===== src/rtl/muldiv_pkg.sv =====
// Shared constants and types for the RV32M multiply/divide sequencer.
package muldiv_pkg;

    localparam logic [6:0] OPCODE_R = 7'b0110011;
    localparam logic [6:0] FUNCT7_M = 7'h01;

    localparam logic [2:0] F3_MUL    = 3'd0;
    localparam logic [2:0] F3_MULH   = 3'd1;
    localparam logic [2:0] F3_MULHSU = 3'd2;
    localparam logic [2:0] F3_MULHU  = 3'd3;
    localparam logic [2:0] F3_DIV    = 3'd4;
    localparam logic [2:0] F3_DIVU   = 3'd5;
    localparam logic [2:0] F3_REM    = 3'd6;
    localparam logic [2:0] F3_REMU   = 3'd7;

    typedef enum logic [1:0] {
        S_IDLE = 2'd0,
        S_MUL  = 2'd1,
        S_DIV  = 2'd2,
        S_DONE = 2'd3
    } state_t;

    // DIV and REM treat operands as signed; DIVU and REMU do not.
    function automatic logic is_signed_div(input logic [2:0] funct3);
        return funct3[2] & ~funct3[0];
    endfunction

endpackage


===== src/rtl/muldiv_sequencer_if.sv =====
// Core-side request/result bundle for the multiply/divide sequencer.
interface muldiv_sequencer_if #(parameter int XLEN = 32);
    logic            req;
    logic [2:0]      funct3;
    logic [XLEN-1:0] srcA;
    logic [XLEN-1:0] srcB;
    logic            stall;
    logic            done;
    logic            busy;
    logic [XLEN-1:0] result;

    modport master (output req, funct3, srcA, srcB, input stall, done, busy, result);
    modport slave  (input req, funct3, srcA, srcB, output stall, done, busy, result);
endinterface


===== src/rtl/muldiv_sequencer_div_step.sv =====
// One radix-2 restoring division step: shift in the next dividend bit, subtract if it fits.
module div_step #(parameter int XLEN = 32) (
    input  logic [XLEN-1:0] i_rem,
    input  logic [XLEN-1:0] i_quo,
    input  logic [XLEN-1:0] i_divisor,
    output logic [XLEN-1:0] o_rem,
    output logic [XLEN-1:0] o_quo
);
    logic [XLEN:0] w_shift;
    logic [XLEN:0] w_diff;

    assign w_shift = {i_rem, i_quo[XLEN-1]};
    assign w_diff  = w_shift - {1'b0, i_divisor};

    // The top bit of the extra-wide difference is the borrow: set means the divisor did not fit.
    always_comb begin
        o_rem = w_shift[XLEN-1:0];
        o_quo = {i_quo[XLEN-2:0], 1'b0};
        if (w_diff[XLEN] == 1'b0) begin
            o_rem = w_diff[XLEN-1:0];
            o_quo = {i_quo[XLEN-2:0], 1'b1};
        end else begin
            o_rem = w_shift[XLEN-1:0];
            o_quo = {i_quo[XLEN-2:0], 1'b0};
        end
    end
endmodule


===== src/rtl/muldiv_sequencer.sv =====
// RV32M sequencer: one-cycle multiply, XLEN-cycle restoring divide, stalls the core meanwhile.
module muldiv_sequencer
    import muldiv_pkg::*;
#(
    parameter int XLEN = 32
) (
    input  logic                clk,
    input  logic                resetN,
    muldiv_sequencer_if.slave   bus
);
    localparam int              CW       = $clog2(XLEN);
    localparam logic [CW-1:0]   CNT_LAST = CW'(XLEN - 1);
    localparam logic [CW-1:0]   CNT_ONE  = CW'(1);
    localparam logic [XLEN-1:0] ALL_ONES = {XLEN{1'b1}};
    localparam logic [XLEN-1:0] ZERO     = {XLEN{1'b0}};
    localparam logic [XLEN-1:0] MIN_NEG  = {1'b1, {(XLEN-1){1'b0}}};

    function automatic logic [XLEN-1:0] neg2(input logic [XLEN-1:0] x);
        return ~x + {{(XLEN-1){1'b0}}, 1'b1};
    endfunction

    function automatic logic [XLEN-1:0] mag(input logic [XLEN-1:0] x, input logic is_signed);
        return (is_signed & x[XLEN-1]) ? neg2(x) : x;
    endfunction

    state_t          r_state;
    logic [CW-1:0]   r_count;
    logic [2:0]      r_funct3;
    logic [XLEN-1:0] r_opa;
    logic [XLEN-1:0] r_opb;
    logic [XLEN-1:0] r_rem;
    logic [XLEN-1:0] r_quo;
    logic            r_neg_q;
    logic            r_neg_r;
    logic [XLEN-1:0] r_result;
    logic            r_done;
    logic            r_busy;

    logic            w_div_signed;
    logic            w_b_zero;
    logic            w_ovf;
    logic            w_special;
    logic [XLEN-1:0] w_special_res;
    logic            w_a_sx;
    logic            w_b_sx;
    logic [2*XLEN-1:0] w_prod;
    logic [XLEN-1:0] w_mul_res;
    logic [XLEN-1:0] w_rem;
    logic [XLEN-1:0] w_quo;
    logic [XLEN-1:0] w_q_fin;
    logic [XLEN-1:0] w_r_fin;
    logic [XLEN-1:0] w_div_res;

    assign w_div_signed = is_signed_div(bus.funct3);
    assign w_b_zero     = (bus.srcB == ZERO);
    assign w_ovf        = w_div_signed & (bus.srcA == MIN_NEG) & (bus.srcB == ALL_ONES);
    assign w_special    = bus.funct3[2] & (w_b_zero | w_ovf);

    // Divide-by-zero and signed overflow are answered straight from the request.
    always_comb begin
        w_special_res = ZERO;
        if (bus.funct3[1]) begin
            w_special_res = w_b_zero ? bus.srcA : ZERO;
        end else begin
            w_special_res = w_b_zero ? ALL_ONES : MIN_NEG;
        end
    end

    // Low half of a 2*XLEN product is the same for any extension, so only the high ops care.
    assign w_a_sx    = r_opa[XLEN-1] & (r_funct3 != F3_MULHU);
    assign w_b_sx    = r_opb[XLEN-1] & (r_funct3 == F3_MULH);
    assign w_prod    = {{XLEN{w_a_sx}}, r_opa} * {{XLEN{w_b_sx}}, r_opb};
    assign w_mul_res = (r_funct3[1:0] == 2'b00) ? w_prod[XLEN-1:0] : w_prod[2*XLEN-1:XLEN];

    div_step #(.XLEN(XLEN)) u_div_step (
        .i_rem     (r_rem),
        .i_quo     (r_quo),
        .i_divisor (r_opb),
        .o_rem     (w_rem),
        .o_quo     (w_quo)
    );

    assign w_q_fin   = r_neg_q ? neg2(w_quo) : w_quo;
    assign w_r_fin   = r_neg_r ? neg2(w_rem) : w_rem;
    assign w_div_res = r_funct3[1] ? w_r_fin : w_q_fin;

    assign bus.stall  = bus.req & (r_state != S_DONE);
    assign bus.done   = r_done;
    assign bus.busy   = r_busy;
    assign bus.result = r_result;

    // Sequencer FSM with its counter, operand registers and result register.
    always_ff @(posedge clk or negedge resetN) begin
        if (!resetN) begin
            r_state  <= S_IDLE;
            r_count  <= {CW{1'b0}};
            r_funct3 <= 3'd0;
            r_opa    <= ZERO;
            r_opb    <= ZERO;
            r_rem    <= ZERO;
            r_quo    <= ZERO;
            r_neg_q  <= 1'b0;
            r_neg_r  <= 1'b0;
            r_result <= ZERO;
            r_done   <= 1'b0;
            r_busy   <= 1'b0;
        end else begin
            case (r_state)
                S_IDLE: begin
                    if (bus.req) begin
                        r_funct3 <= bus.funct3;
                        r_busy   <= 1'b1;
                        if (!bus.funct3[2]) begin
                            r_opa   <= bus.srcA;
                            r_opb   <= bus.srcB;
                            r_state <= S_MUL;
                        end else if (w_special) begin
                            r_result <= w_special_res;
                            r_done   <= 1'b1;
                            r_state  <= S_DONE;
                        end else begin
                            r_quo   <= mag(bus.srcA, w_div_signed);
                            r_opb   <= mag(bus.srcB, w_div_signed);
                            r_rem   <= ZERO;
                            r_count <= {CW{1'b0}};
                            r_neg_q <= w_div_signed & (bus.srcA[XLEN-1] ^ bus.srcB[XLEN-1]);
                            r_neg_r <= w_div_signed & bus.srcA[XLEN-1];
                            r_state <= S_DIV;
                        end
                    end else begin
                        r_state <= S_IDLE;
                    end
                end
                S_MUL: begin
                    r_result <= w_mul_res;
                    r_done   <= 1'b1;
                    r_state  <= S_DONE;
                end
                S_DIV: begin
                    r_rem <= w_rem;
                    r_quo <= w_quo;
                    if (r_count == CNT_LAST) begin
                        r_result <= w_div_res;
                        r_done   <= 1'b1;
                        r_state  <= S_DONE;
                    end else begin
                        r_count <= r_count + CNT_ONE;
                    end
                end
                S_DONE: begin
                    r_done  <= 1'b0;
                    r_busy  <= 1'b0;
                    r_count <= {CW{1'b0}};
                    r_state <= S_IDLE;
                end
                default: begin
                    r_done  <= 1'b0;
                    r_busy  <= 1'b0;
                    r_state <= S_IDLE;
                end
            endcase
        end
    end
endmodule


===== src/flat_wrapper.sv =====
// flat-port wrapper written by rule: the top's interface ports become plain ports
module muldiv_sequencer_flat import muldiv_pkg::*;
#(
    parameter int XLEN = 32
)
  (clk, resetN, bus_req, bus_funct3, bus_srcA, bus_srcB, bus_stall, bus_done, bus_busy, bus_result);
  muldiv_sequencer_if #(.XLEN(XLEN)) bus_i ();
  input  logic clk;
  input  logic resetN;
  input wire logic [$bits(bus_i.req)-1:0] bus_req;
  input wire logic [$bits(bus_i.funct3)-1:0] bus_funct3;
  input wire logic [$bits(bus_i.srcA)-1:0] bus_srcA;
  input wire logic [$bits(bus_i.srcB)-1:0] bus_srcB;
  output wire logic [$bits(bus_i.stall)-1:0] bus_stall;
  output wire logic [$bits(bus_i.done)-1:0] bus_done;
  output wire logic [$bits(bus_i.busy)-1:0] bus_busy;
  output wire logic [$bits(bus_i.result)-1:0] bus_result;
  assign bus_i.req = bus_req;
  assign bus_i.funct3 = bus_funct3;
  assign bus_i.srcA = bus_srcA;
  assign bus_i.srcB = bus_srcB;
  assign bus_stall = bus_i.stall;
  assign bus_done = bus_i.done;
  assign bus_busy = bus_i.busy;
  assign bus_result = bus_i.result;
  muldiv_sequencer #(.XLEN(XLEN)) u_core (.clk(clk), .resetN(resetN), .bus(bus_i));
endmodule

===== config.mk =====
export PLATFORM = sky130hd
export DESIGN_NAME = muldiv_sequencer_flat
export DESIGN_NICKNAME = d
export VERILOG_FILES = /design/src/rtl/muldiv_pkg.sv /design/src/rtl/muldiv_sequencer_if.sv /design/src/rtl/muldiv_sequencer_div_step.sv /design/src/rtl/muldiv_sequencer.sv /design/src/flat_wrapper.sv
export SDC_FILE = /design/constraint.sdc
export NUM_CORES = 2
export LEC_CHECK = 0
export ABC_AREA = 1
export CAP_MARGIN = 5
export CORE_MARGIN = 2
export CORE_UTILIZATION = 55
export CTS_BUF_LIST = sky130_fd_sc_hd__clkbuf_4 sky130_fd_sc_hd__clkbuf_8 sky130_fd_sc_hd__clkbuf_16
export CTS_CLUSTER_SIZE = 28
export DETAILED_ROUTE_END_ITERATION = 16
export GPL_ROUTABILITY_DRIVEN = 0
export PLACE_DENSITY = 0.75
export SYNTH_ARGS = -nofsm -noshare
export SYNTH_HDL_FRONTEND = slang
export SYNTH_SLANG_ARGS = --single-unit

===== constraint.sdc =====
create_clock -name clk -period 7.4 [get_ports clk]
set_input_delay 1.11 -clock clk [delete_from_list [all_inputs] [get_ports clk]]
set_output_delay 1.11 -clock clk [all_outputs]
set_load 0.01 [all_outputs]

Word-level counts from Yosys, hierarchy flattened
Cells that the tools add are included.
Word-level totals
  bits in registers: 174
  input port bits: 70
  word-level logic and storage cells: 113
Operators by class
  add/sub/neg operators: 6
  multipliers: 1
  eq/ne operators: 16
  muxes and demuxes: 43
  bitwise gates (word level): 19
  reductions and logical operators: 16
Operators with widths (number)
  two-way mux 32 bit: 21
  adder 32 x 1 -> 32 bit, second input constant: 4
  inverter 32 bit: 4
  case mux 32 bit (2 select lines): 2
  case mux 32 bit (3 select lines): 1
  equality test 32 bit, second input constant: 2
  multiplier 33 x 33 -> 64 bit: 1
  subtractor 33 x 32 -> 33 bit: 1
  zero test 32 bit: 1
  two-way mux 31 bit: 1
  two-way mux 5 bit: 4
  case mux 5 bit (3 select lines): 1
  inequality test 2 bit, second input constant: 6
  AND reduction 4 bit: 3
  bitwise AND 1 bit: 10
  AND reduction 5 bit: 2
  case mux 2 bit (4 select lines): 1
  two-way mux 1 bit: 7
  two-way mux 2 bit: 3
  AND reduction 3 bit: 2
  nonzero test 3 bit: 2
  adder 5 x 1 -> 5 bit, second input constant: 1
  equality test 5 bit, second input constant: 1
  equality test 2 bit, second input constant: 2
  other kinds (12): 18

Logic depth before layout (Yosys ltp)
  depth after elaboration: 10
  depth in mapped cells: 36

Modules after synthesis
A second synthesis with hierarchy kept.
Second synthesis, totals
  cell total of the unflattened synthesis: 7702
  area total of the unflattened synthesis: 55433.2 um^2
Modules (own cells, without submodules)
  muldiv_sequencer: instances 1, cells each 6991, area an instance 52049.9 um^2, seq. area each 4354.2 um^2
  div_step: instances 1, cells each 711, area an instance 3383.2 um^2, seq. area each 0.0 um^2

Worst setup path before layout
Ideal clock, no wire load.
  path kind: reg-to-reg
  from: register u_core.r_funct3[1]
  to: register u_core.r_result[31], in the netlist u_core.bus.result[31]
  arrival time: 7814 ps
  data required time: 7283 ps
  slack: -530 ps
  cell stages (with the launch flop): 32
  clock period less this slack: 7930 ps
  path through: dfrtp_1 -> buf_2 -> clkinv_1 -> nor3_1 -> clkbuf_1 -> nor2_1 -> fa_1 -> inv_1 -> fa_1 -> inv_1 -> fa_1 -> inv_1 -> fa_1 -> fa_1 -> fa_1 -> fa_1 -> fa_1 -> inv_1 -> ha_1 -> nand2_1 -> nor2_1 -> inv_1 -> nor4_1 -> nand2_1 -> nor3_1 -> a21oi_1 -> a21oi_1 -> o21ai_0 -> a21oi_1 -> nand2_1 -> nand2_1 -> nand2_1
Between the ends
  cells in the longest elaborated chain, start to end: 5
  elaborated cells on any way between the ends: 10
  classes of those cells: 1 x mul; 2 x eq/ne; 4 x mux; 2 x bitwise; 1 x reduce/logical
RTL lines
  from (decl): line muldiv_sequencer.sv:28  | logic [2:0] r_funct3;
  from (signal assigned): line muldiv_sequencer.sv:111  | r_funct3 <= bus.funct3;
  inequality test 3 x 2 -> 1 bit or equality test 3 x 1 -> 1 bit (tied branches): line muldiv_sequencer.sv:70, muldiv_sequencer.sv:71
  bitwise AND 1 bit (on tied branches): line muldiv_sequencer.sv:70, muldiv_sequencer.sv:71
  multiplier 33 x 33 -> 64 bit: line muldiv_sequencer.sv:72  | assign w_prod = {{XLEN{w_a_sx}}, r_opa} * {{XLEN{w_b_sx}}, r_opb};
  two-way mux 32 bit: line muldiv_sequencer.sv:73  | assign w_mul_res = (r_funct3[1:0] == 2'b00) ? w_prod[XLEN-1:0] : w_prod[2*XLEN-1:XLEN];
  case mux 32 bit (3 select lines) (*): line muldiv_sequencer.sv:108  | case (r_state)
  to (signal assigned): line muldiv_sequencer.sv:118  | r_result <= w_special_res;
  to (signal assigned): line muldiv_sequencer.sv:135  | r_result <= w_mul_res;
  to (signal assigned): line muldiv_sequencer.sv:143  | r_result <= w_div_res;
  to (decl): line muldiv_sequencer.sv:35  | logic [XLEN-1:0] r_result;
Mark *: on every way between the ends. The rest lies on a longest branch, timed or not. The select of a mux whose other input is x is not followed.
A chain may end at the register's enable or synchronous reset.

Final worst setup path
  from: register u_core.r_funct3[0]
  to: register u_core.r_result[14], in the netlist u_core.bus.result[14]
Between the ends
  cells in the longest elaborated chain, start to end: 5
  elaborated cells on any way between the ends: 8
  classes of those cells: 1 x mul; 2 x eq/ne; 2 x mux; 2 x bitwise; 1 x reduce/logical
RTL lines (line)
  inequality test 3 x 2 -> 1 bit or equality test 3 x 1 -> 1 bit (tied branches): muldiv_sequencer.sv:70, muldiv_sequencer.sv:71
  bitwise AND 1 bit (on tied branches): muldiv_sequencer.sv:70, muldiv_sequencer.sv:71
  multiplier 33 x 33 -> 64 bit: muldiv_sequencer.sv:72
  two-way mux 32 bit (*): muldiv_sequencer.sv:73
  case mux 32 bit (3 select lines) (*): muldiv_sequencer.sv:108
Mark *: on every way between the ends. The rest lies on a longest branch, timed or not.

==> run summary <==
CP Max Fanout = 6
Die ar. = 0.1003 sq mm
Final WL = 187.1 mm
Cts hold-fix bufs = 0
Total track usage = 0.3672
Startpoint types = flop
Rel. slew slack = 0.08474
Antenna violations before repair = 16
Row cnt = 114
Worst hold path class = reg2reg
Die width = 316.6 microns
Critical Path Sink Type = flop
Mapped cell area = 0.05376 sq mm
First-pass GRT wire length = 282.8 mm
Final nets = 9032
Max clock buf depth = 2
Final Critical Period = 8223 ps
Clk_skew = 21.19 ps
Synth Instances = 7148
Placed insts = 8770
FFs w/ async S/R, synth = 1.000
Vias per cell = 5.707
Status = finished with violations
Final setup margin = -823.1 ps
Failing checks = setup timing
Remaining Overflow, GRT = 0
Synth area leaders = fa_1, inv_1, nand2_1, dfrtp_1, ha_1
Number of I/O port buffers = 104
Starting density of the core = 0.5551
Vias after detailed routing = 50630
Count of cell types in the netlist = 59
Root Buffer = clkbuf_16
I/O Pins = 105
RSZ-0062 raised after global routing = yes
DRT antenna net count = 0
Vias in the first global route = 51070
# H-tree levels = 4
Required @ worst endpoint = 7790 ps
Area leader, netlist = fa_1
Setup TNS = -12610 ps
Reg clk slew, reported paths = 80 ps
Worst-margin pin slew = 1359 ps
Syn Nets = 8601
Placed wire-length estimate = 146.4 mm
Min Hold Slack = 491.4 ps
Final Hold Violating Endpoints = 0
CP Class = reg2reg
Synthesized area per cell = 7.521 sq um
Finish-stage setup viols = 30
Synth warn = 0
Yosys top cell area share = 0.4193
Crit-path max cell delay = 590 ps
Flops & latches, synth = 174
Post-route DRC = 0
Crit path max-delay cell type = fa_1
Pre-CTS WS = -584.4 ps
Synth-to-Final Area Change = 18.27%
DR WL/cell = 21.10 microns
Post-synth EDFFs = 0
Slew Viols, Final = 0
Tcrit/Tclk final = 1.111
CTS Sinks = 174
Final Non-Filler Cells = 8871
Largest net degree at the start of global routing = 103
CP Data Arrival Time = 8620 ps
Core region area = 0.09685 sq mm
DRT iter0 DRCs = 5825
Sequential fraction of the synthesis area = 0.08099
TritonCTS buffer count = 17
Primary FF master, synth = dfrtp_1
Clock latency on the worst-skew pair = 500 ps
TritonCTS clock tree = yes
Max Cap Violations = 0
Die height = 316.6 microns
Share of cells above drive strength 1 = 0.1517
Fmax achieved = 121.6 MHz
Total iterations of the first detailed-routing run = 7
Cell mode on critical path = fa_1
-- registers in the layout, indices dropped and copies added (netlist names) --
signal and count:
u_core.bus.busy 1, u_core.bus.done 1, u_core.bus.result 32, u_core.r_count 5, u_core.r_funct3 3, u_core.r_neg_q 1
u_core.r_neg_r 1, u_core.r_opa 32, u_core.r_opb 32, u_core.r_quo 32, u_core.r_rem 32, u_core.r_state 2
-- worst paths after layout --
path                                                start  slack, ps  cells after the start                                end
max                        u_core.r_funct3[0]$_DFFE_PN0P_       -820                     32  u_core.bus.result[14]$_DFFE_PN0P_
min                         u_core.r_count[3]$_DFFE_PN0P_        490                      1      u_core.r_count[3]$_DFFE_PN0P_
max reg2reg                u_core.r_funct3[0]$_DFFE_PN0P_       -820                     32  u_core.bus.result[14]$_DFFE_PN0P_
min reg2reg                 u_core.r_count[3]$_DFFE_PN0P_        490                      1      u_core.r_count[3]$_DFFE_PN0P_
max in group asynchronous                          resetN       5000                      2       u_core.r_opb[10]$_DFFE_PN0P_
min in group asynchronous                          resetN        720                      1       u_core.r_quo[22]$_DFFE_PN0P_
-- cell usage in the layout (no fill, tap or decap), types with 10 or more instances in the layout --
cell type	synthesis	layout
inv_1	1892	1824
nand2_1	1855	1818
fa_1	1126	1100
buf_4	1	532
nor2_1	328	265
ha_1	257	223
o21ai_0	250	208
nand3_1	206	190
dfrtp_1	174	166
a21oi_1	222	158
clkdlybuf4s50_1	0	103
buf_12	0	81
inv_2	9	71
xor2_1	66	63
a21oi_2	3	60
nand2_2	24	53
nor2_2	8	41
nand4_1	39	39
o211ai_1	39	39
xnor2_1	38	37
nor3_1	40	36
nor2_4	4	34
ha_4	0	33
o21ai_1	9	32
o22ai_1	32	32
buf_6	4	30
fa_2	0	26
a31oi_1	41	24
o21ai_2	4	21
clkbuf_16	0	21
nand3_2	4	20
or2_2	17	15
nor4_1	22	13
nand3b_1	13	13
nand2_4	4	12
a31oi_4	0	11
o21bai_1	13	10
-- area by class of cell --
class	count	area [sq um]
Sequential cell	174	4364
Fill cell	7547	33270
Multi-Input combinational cell	4728	42720
Clock inverter	12	102.6
Clock buffer	20	466.7
Inverter	1904	7173
Antenna cell	3	7.507
Timing Repair Buffer	754	7144
Tap cell	1276	1597
-- worst max-delay path: cells and delay by family, from the launching register on --
family | cells | cell delay, ps
compound gates | 4 | 1030
fa+ha+maj | 9 | 4500
buf+inv | 10 | 1190
flops | 1 | 390
simple gates | 9 | 1030
-- synthesized netlist by cell type (all sizes together), types with 3 or more instances --
master / count
nand4: 40
xor2: 66
o31ai: 4
ha: 257
nor2: 340
and3: 3
dfrtp: 174
mux2i: 5
buf: 25
nand3b: 13
a31oi: 41
a21oi: 226
o21a: 6
o211ai: 39
xnor2: 38
nand3: 213
and2: 5
or2: 20
clkinv: 3
a21o: 8
o221ai: 8
inv: 1901
nand2: 1886
o22ai: 32
o21bai: 13
o21ai: 263
nor4: 22
clkbuf: 317
o311ai: 3
fa: 1126
nor3: 41
-- stage by stage --
stage	cell area, sq um	utilization
after global placement	60500	0.6247
after CTS	62560	0.6459
after detailed placement	60500	0.6247
final	63580	0.6565
after global routing	63570	0.6564
after floorplan	53840	-
-- layer usage --
| layer | global-route usage | up-vias | wire, microns |
|---|---|---|---|
| met4 | 0.1889 | 32 | 14200 |
| met3 | 0.08476 | 856 | 24560 |
| li1 | - | 21680 | - |
| met1 | 0.4931 | 24640 | 67370 |
| met2 | 0.5597 | 3424 | 80770 |
| met5 | 0 | - | 235 |
-- timing repair --
item                                    4_1_cts  5_1_grt
gates cloned                                  1        4
buffers inserted                             39       26
endpoints found under the setup margin       30       32
pin swaps                                   126       90
resized for setup                           292      226
-- cells by family (layout without fill, tap and decap cells) --
kind of cell,after synthesis,in the layout,share of synthesized area
simple gates,2585,2585,0.1964
buf+inv,2246,2690,0.1581
fa+ha+maj,1383,1383,0.4791
compound gates,651,651,0.06752
flops,174,174,0.08099
xor+xnor,104,104,0.01694
mux,5,5,0.0009310
other cells,0,3,0
Power is left out: the tool's default activity adds up to more than one toggle a clock period on the data nets, which glitch-free logic cannot reach.
